--- config.mk ---
export PLATFORM = sky130hd
export DESIGN_NAME = onehot_mux_reg
export DESIGN_NICKNAME = d
export VERILOG_FILES = /design/src/rtl/onehot_mux_pkg.sv /design/src/rtl/onehot_enc.sv /design/src/rtl/onehot_mux_reg.sv
export SDC_FILE = /design/constraint.sdc
export NUM_CORES = 1
export LEC_CHECK = 0
export CORE_MARGIN = 2
export CORE_UTILIZATION = 40
export CTS_BUF_LIST = sky130_fd_sc_hd__clkbuf_2
export CTS_CLUSTER_SIZE = 28
export DETAILED_ROUTE_END_ITERATION = 16
export MAX_ROUTING_LAYER = met4
export PLACE_DENSITY = 0.67
export SLEW_MARGIN = 10
export SYNTH_ARGS = -nofsm -noshare
export SYNTH_HDL_FRONTEND = slang
export SYNTH_SLANG_ARGS = --single-unit
--- constraint.sdc ---
create_clock -name clk -period 2.8 [get_ports clk]
set_clock_uncertainty 0.15 [all_clocks]
set_input_delay 0.84 -clock clk [delete_from_list [all_inputs] [get_ports clk]]
set_output_delay 0.84 -clock clk [all_outputs]
set_load 0.02 [all_outputs]
--- src/rtl/onehot_mux_pkg.sv ---
// Shared types and constants for the one-hot registered channel mux.
package onehot_mux_pkg;

  // Control states: nothing selected yet, dwell running, selected and accepting.
  typedef enum logic [1:0] {
    NOSEL  = 2'd0,
    LOCKED = 2'd1,
    OPEN   = 2'd2
  } mux_state_e;

  // Illegal-select counter width and its saturation value.
  localparam int                   ERR_CNT_W   = 8;
  localparam logic [ERR_CNT_W-1:0] ERR_CNT_MAX = 8'd255;

  // Width of the dwell counter; covers the whole HOLD_CYC range 0..255.
  localparam int DWELL_W = 8;

  // Saturating increment for the illegal-select counter.
  function automatic logic [ERR_CNT_W-1:0] sat_inc(input logic [ERR_CNT_W-1:0] value);
    logic [ERR_CNT_W-1:0] result;
    if (value == ERR_CNT_MAX) begin
      result = value;
    end else begin
      result = value + 8'd1;
    end
    return result;
  endfunction

endpackage

--- src/rtl/onehot_enc.sv ---
// One-hot select decoder: returns the index of the set bit and whether
// exactly one bit is set. Purely combinational.
module onehot_enc #(
  parameter int N  = 4,
  parameter int IW = $clog2(N)
) (
  input  logic [N-1:0]  sel,
  output logic [IW-1:0] idx,
  output logic          legal
);

  // Population count wide enough to hold N set bits.
  localparam int CW = $clog2(N + 1);
  localparam logic [CW-1:0] ONE = {{(CW-1){1'b0}}, 1'b1};

  logic [CW-1:0] ones_s;

  // Count the set bits and remember the position of the (last) set bit.
  always_comb begin
    ones_s = {CW{1'b0}};
    idx    = {IW{1'b0}};
    for (int i = 0; i < N; i++) begin
      ones_s = ones_s + {{(CW-1){1'b0}}, sel[i]};
      idx    = sel[i] ? IW'(i) : idx;
    end
    legal = (ones_s == ONE);
  end

endmodule

--- src/rtl/onehot_mux_reg.sv ---
// Registered one-hot channel multiplexer with optional dwell time after each
// accepted select, default-channel fallback for illegal selects, and a sticky
// error flag plus saturating error counter.
module onehot_mux_reg
  import onehot_mux_pkg::*;
#(
  parameter int N_CH       = 4,
  parameter int DW         = 1,
  parameter int HOLD_CYC   = 0,
  parameter int DEFAULT_CH = N_CH - 1
) (
  input  logic                    clk,
  input  logic                    rst_n,
  input  logic [N_CH*DW-1:0]      data_in,
  input  logic [N_CH-1:0]         sel,
  input  logic                    sel_valid,
  output logic                    sel_ready,
  input  logic                    err_clr,
  output logic [DW-1:0]           data_out,
  output logic                    out_valid,
  output logic [$clog2(N_CH)-1:0] cur_sel,
  output logic                    sel_err,
  output logic [ERR_CNT_W-1:0]    err_cnt
);

  localparam int                 IW       = $clog2(N_CH);
  localparam logic [IW-1:0]      DEF_IDX  = IW'(DEFAULT_CH);
  localparam logic [DWELL_W-1:0] HOLD_LD  = DWELL_W'(HOLD_CYC);
  localparam logic [DWELL_W-1:0] DWELL_1  = 8'd1;
  localparam logic [DWELL_W-1:0] DWELL_0  = 8'd0;

  // Control state
  mux_state_e           state_r;
  mux_state_e           state_next_s;
  logic [DWELL_W-1:0]   dwell_r;
  logic [DWELL_W-1:0]   dwell_next_s;
  logic                 ready_r;
  logic                 ready_next_s;

  // Datapath registers and their next values
  logic [DW-1:0]        data_r;
  logic [DW-1:0]        data_next_s;
  logic                 valid_r;
  logic                 valid_next_s;
  logic [IW-1:0]        cur_r;
  logic [IW-1:0]        cur_next_s;
  logic                 err_r;
  logic                 err_next_s;
  logic [ERR_CNT_W-1:0] cnt_r;
  logic [ERR_CNT_W-1:0] cnt_next_s;

  // Decode and mux helpers
  logic [DW-1:0]        ch_s [N_CH];
  logic [IW-1:0]        enc_idx_s;
  logic                 enc_legal_s;
  logic [IW-1:0]        new_idx_s;
  logic [IW-1:0]        mux_idx_s;
  logic                 accept_s;

  // Split the packed input bus into per-channel words.
  for (genvar g = 0; g < N_CH; g++) begin : g_ch
    assign ch_s[g] = data_in[g*DW +: DW];
  end

  onehot_enc #(
    .N  (N_CH),
    .IW (IW)
  ) u_enc (
    .sel   (sel),
    .idx   (enc_idx_s),
    .legal (enc_legal_s)
  );

  // A request is taken only when we advertise readiness.
  assign accept_s  = sel_valid & ready_r;
  // Illegal selects fall back to the default channel.
  assign new_idx_s = enc_legal_s ? enc_idx_s : DEF_IDX;
  // On an accept the new channel feeds the output immediately.
  assign mux_idx_s = accept_s ? new_idx_s : cur_r;

  // State register: control state, dwell counter and registered ready.
  always_ff @(posedge clk or negedge rst_n) begin
    if (!rst_n) begin
      state_r <= NOSEL;
      dwell_r <= DWELL_0;
      ready_r <= 1'b1;
    end else begin
      state_r <= state_next_s;
      dwell_r <= dwell_next_s;
      ready_r <= ready_next_s;
    end
  end

  // Next-state logic: accepts start a dwell (or go straight to OPEN), dwell counts down to OPEN.
  always_comb begin
    state_next_s = state_r;
    dwell_next_s = dwell_r;
    case (state_r)
      NOSEL, OPEN: begin
        if (accept_s) begin
          if (HOLD_CYC == 0) begin
            state_next_s = OPEN;
            dwell_next_s = DWELL_0;
          end else begin
            state_next_s = LOCKED;
            dwell_next_s = HOLD_LD;
          end
        end else begin
          state_next_s = state_r;
          dwell_next_s = dwell_r;
        end
      end
      LOCKED: begin
        if (dwell_r <= DWELL_1) begin
          state_next_s = OPEN;
          dwell_next_s = DWELL_0;
        end else begin
          state_next_s = LOCKED;
          dwell_next_s = dwell_r - DWELL_1;
        end
      end
      default: begin
        state_next_s = NOSEL;
        dwell_next_s = DWELL_0;
      end
    endcase
    ready_next_s = (state_next_s != LOCKED);
  end

  // Output logic: next values for the selected data, selection index and error tracking.
  always_comb begin
    cur_next_s   = cur_r;
    valid_next_s = valid_r;
    err_next_s   = err_r;
    cnt_next_s   = cnt_r;
    data_next_s  = {DW{1'b0}};

    if (accept_s) begin
      cur_next_s   = new_idx_s;
      valid_next_s = 1'b1;
    end else begin
      cur_next_s   = cur_r;
      valid_next_s = valid_r;
    end

    // An illegal accept sets the flag even when a clear arrives on the same edge.
    if (accept_s && !enc_legal_s) begin
      err_next_s = 1'b1;
      cnt_next_s = sat_inc(cnt_r);
    end else if (err_clr) begin
      err_next_s = 1'b0;
      cnt_next_s = cnt_r;
    end else begin
      err_next_s = err_r;
      cnt_next_s = cnt_r;
    end

    // Output follows the live channel once anything is selected; zero before that.
    if (accept_s || (state_r != NOSEL)) begin
      data_next_s = ch_s[mux_idx_s];
    end else begin
      data_next_s = {DW{1'b0}};
    end
  end

  // Datapath registers.
  always_ff @(posedge clk or negedge rst_n) begin
    if (!rst_n) begin
      data_r  <= {DW{1'b0}};
      valid_r <= 1'b0;
      cur_r   <= {IW{1'b0}};
      err_r   <= 1'b0;
      cnt_r   <= {ERR_CNT_W{1'b0}};
    end else begin
      data_r  <= data_next_s;
      valid_r <= valid_next_s;
      cur_r   <= cur_next_s;
      err_r   <= err_next_s;
      cnt_r   <= cnt_next_s;
    end
  end

  assign sel_ready = ready_r;
  assign data_out  = data_r;
  assign out_valid = valid_r;
  assign cur_sel   = cur_r;
  assign sel_err   = err_r;
  assign err_cnt   = cnt_r;

endmodule
==> impl.org <==
** Setup path
- For the worst setup path, the data required time is 2.91 ns.
- Category of the worst setup path capture point :: register
- Of all nets on the critical path, the largest fanout is 4.
- STA classifies the critical path startpoint as a primary input.
- Critical path arrival :: 3.03 ns
- By startpoint and endpoint, the worst setup path is classified as in2reg.
- The worst register-to-register path begins at dwell_r[3].
- The critical path starts at sel[0].

** Yosys
- Post-synth cell types :: 41
- Counting every instance in the synthesized netlist gives 115.
- Post-synthesis area per instance :: 10.83 sq um
- XOR/XNOR share of the synthesized area :: 4.221%
- Post-synth net total :: 133
- Among all flip-flop cells after synthesis, the most frequent one is sky130_fd_sc_hd__dfrtp_1.
- Complex-gate fraction of the synthesized area :: 21.01%
- Post-Syn Area :: 1245 sq um
- Total of flip-flops plus latches after synthesis :: 24
- The portion of synthesized area spent on multiplexers is 1.709%.
- Area fraction in and, or, nand and nor cells after synthesis :: 15.48%
- After synthesis, the largest family of logic cells by area is compound AO/OA/AOI/OAI gates.
- Sequential elements use 48.34% of the synthesized area.
- Fraction of the mapped netlist area in adder cells :: 6.633%
- Yosys printed 0 warnings.
- Number of flops mapped to enable cells by yosys :: 0
- Asr flop ratio synth :: 100.0%

** Floorplan
- Total Die Area :: 3575 sq um
- Die W :: 59.79 microns
- Num rows :: 20
- Once the floorplan was initialized, standard cells occupied 41.46% of the core.
- In this run the vertical extent of the chip is 59.79 microns.
- Ports placed on the boundary :: 26
- The floorplan step defined a core boundary enclosing 3003 sq um.

** Layout
- Cells with a size suffix above 1 make up 21.43% of the layout.
- Most frequent cells in the layout :: sky130_fd_sc_hd__dfrtp_1, sky130_fd_sc_hd__clkdlybuf4s50_1, sky130_fd_sc_hd__buf_4
- Multi-input gate area :: 674.4 sq um
- After the last flow step, the layout net total stands at 173.
- The repair_antennas step left the layout with diodes totalling 0.
- Most common cell after layout, fill and taps aside :: sky130_fd_sc_hd__dfrtp_1
- Area of all sequential standard cells :: 601.8 sq um
- Fill count :: 267
- Compared with the post-synthesis result, the final layout area differs by 36.28%.

** Timing
- Final TNS setup :: -0.1161 ns
- Worst rel slew slack :: 59.30%
- Period utilization :: 104.1%
- Post-route setup slack :: -0.1161 ns
- The total count of max-transition violations in the final report was 0.
- Count of final hold-check violations :: 0
- Setup violations remaining at the end of the flow were counted as 1.
- Maximum operating frequency :: 0.3429 GHz
- At the pin with the least slew margin, the transition time is 0.6084 ns.
- Unrepaired setup endpoints after global routing :: true
- Counting I/O delays and the setup requirement, the final critical path takes 2.916 ns.

** Global routing
- For this run, the total global-route usage over all layers was measured as 17.62%.
- Initial antenna violation count :: 0
- The first global-routing pass estimated 4678 microns of wire.
- Via count of the first global-routing pass :: 1,033
- Global routing finished with a remaining overflow of 0.
- Entering global routing, the biggest net connects 25 pins.

** Clock network
- The tree built by TritonCTS fans out to 24 sinks.
- Clock-pin slew on the worst setup and hold paths :: 0.23 ns
- Root Buffer Master :: sky130_fd_sc_hd__clkbuf_2
- In this run the number of H-tree levels came out at 1.
- CTS tree :: yes
- Number of buffers on the longest clock path :: 2
- Number of buffers inserted by hold repair at cts :: 0
- Clock tree synthesis inserted a total of 3 buffers.
- Insertion delay of the later-clocked pin in the worst-skew pair :: 0.35 ns

** Placed design
- HPWL Detailed :: 2178 microns
- Port-buffer cells :: 25
- Final weighted congestion of routability-driven global placement :: 0.8049

** Power
- IR analysis of the VDD net gives a maximum drop of 0.3220 mV.
- Power Dens Cells :: 594.8 nW/um^2
- Total power for the finished layout comes to 1.009 mW.
- Leak Pwr :: 0.7376 nW

** Route
- For this run, design rule violations remaining after detail routing come to 0.
- ANT nets after route :: 0
- Using the TritonRoute via totals, the vias-per-cell ratio works out to 5.567.
- Summed over all layers, the routed wires come to 2848 microns.
- The first TritonRoute pass finished after 4 iterations.
- Via count :: 1,041
- After the first detailed-routing iteration, the DRC count stood at 44.
- Post-DR wirelength/cell :: 15.23 microns

** Min path
- Beginning of the worst hold path :: err_cnt[5]
- The tightest min-delay check is of the reg2reg type.

** Outcome
- Run status :: complete, but fails checks
- The final reports fail on negative setup slack.

** Flow run
- Max-cap violations in this run came to 0.
-- area by class of cell --
| class | count | area share [%] |
|---|---|---|
| inverters | 7 | 1.696 |
| repair buffers | 36 | 19.47 |
| multi-input cells | 83 | 39.75 |
| well taps | 33 | 2.434 |
| flip-flops and latches | 24 | 35.47 |
| clock buffers | 4 | 1.180 |
-- sequential cells by signal, indices dropped and copies added, names as in the netlist --
register and cells:
dwell_r 8, err_cnt 8, cur_sel 2, state_r 2, data_out 1, out_valid 1
sel_err 1, sel_ready 1
-- synth_stat cells (2+ instances only) --
master / n / area share [%]
sky130_fd_sc_hd__a21oi_1: 7 / 2.8
sky130_fd_sc_hd__o41a_1: 2 / 1.8
sky130_fd_sc_hd__nand2b_1: 3 / 1.5
sky130_fd_sc_hd__nand3_1: 3 / 1.2
sky130_fd_sc_hd__nor4_1: 2 / 1.0
sky130_fd_sc_hd__a21o_1: 3 / 1.8
sky130_fd_sc_hd__nand2_1: 8 / 2.4
sky130_fd_sc_hd__nor2_1: 4 / 1.2
sky130_fd_sc_hd__nor2b_1: 3 / 1.5
sky130_fd_sc_hd__and3_1: 2 / 1.0
sky130_fd_sc_hd__dfrtp_1: 23 / 46
sky130_fd_sc_hd__nor3_1: 3 / 1.2
sky130_fd_sc_hd__o31ai_1: 2 / 1.2
sky130_fd_sc_hd__inv_1: 6 / 1.8
sky130_fd_sc_hd__o21ai_0: 5 / 2.0
sky130_fd_sc_hd__a2111oi_0: 2 / 1.4
sky130_fd_sc_hd__a31oi_1: 5 / 2.5
sky130_fd_sc_hd__ha_1: 5 / 5.0
sky130_fd_sc_hd__xor2_1: 5 / 3.5
-- per-layer routing --
| layer | global-route usage (%) | part of all wire, % |
|---|---|---|
| met1 | 20.96 | 43 |
| met4 | 2.540 | 0.63 |
| met3 | 4.545 | 2.9 |
| met5 | - | 0 |
| met2 | 30.59 | 53 |
-- cell families (layout without fill, tap and decap cells) --
kind of cell	count (synthesis)	after routing
adder cells (fa/ha/maj)	6	6
AND/OR/NAND/NOR	34	34
buffers and inverters	8	47
AO/OA/AOI/OAI	35	35
flip-flops	24	24
multiplexers	2	2
XOR/XNOR	6	6
-- final timing paths --
check | to | slack (ns) | cells after the start
max in group asynchronous | sel_ready | 1.54 | 2
setup / recovery | data_out | -0.12 | 8
hold reg to reg | err_cnt[5] | 0.35 | 1
hold / removal | err_cnt[5] | 0.35 | 1
setup reg to reg | dwell_r[7] | 0.47 | 5
min in group asynchronous | err_cnt[5] | 0.65 | 2
-- where the power goes --
| group | internal (mW) | switching [mW] | total [mW] |
|---|---|---|---|
| combinational | 0.199 | 0.200 | 0.398 |
| clock | 0.0377 | 0.104 | 0.141 |
| sequential | 0.405 | 0.0647 | 0.469 |
| total | 0.641 | 0.368 | 1.01 |
-- through the flow --
stage	hold slack [ns]	setup slack [ns]	util (%)	cells	cell area (sq um)
2_1_floorplan	0.2983	-0.2511	-	115	1301
3_3_place_gp	0.3043	-0.7685	55.17	181	1657
3_5_place_dp	0.3119	-0.9003	55.17	181	1657
4_1_cts	0.3572	-0.1200	56.50	187	1697
5_1_grt	0.3750	-0.1313	56.50	187	1697
6_report	0.3481	-0.1161	56.50	187	1697
-- repair_timing --
item / CTS / global route
setup buffers: 2 / 0
pin swaps: 7 / 1
resized for setup: 15 / 0
endpoints found under the setup margin: 12 / 3
-- critical path, cell delays in order --
cell and delay (ns):
sky130_fd_sc_hd__buf_2 0.12, sky130_fd_sc_hd__ha_4 0.21, sky130_fd_sc_hd__fa_2 0.41, sky130_fd_sc_hd__ha_4 0.25, sky130_fd_sc_hd__or3b_4 0.42, sky130_fd_sc_hd__o41a_1 0.37
sky130_fd_sc_hd__a21o_1 0.19, sky130_fd_sc_hd__a221oi_2 0.23
(Power assumes the default switching activity.)
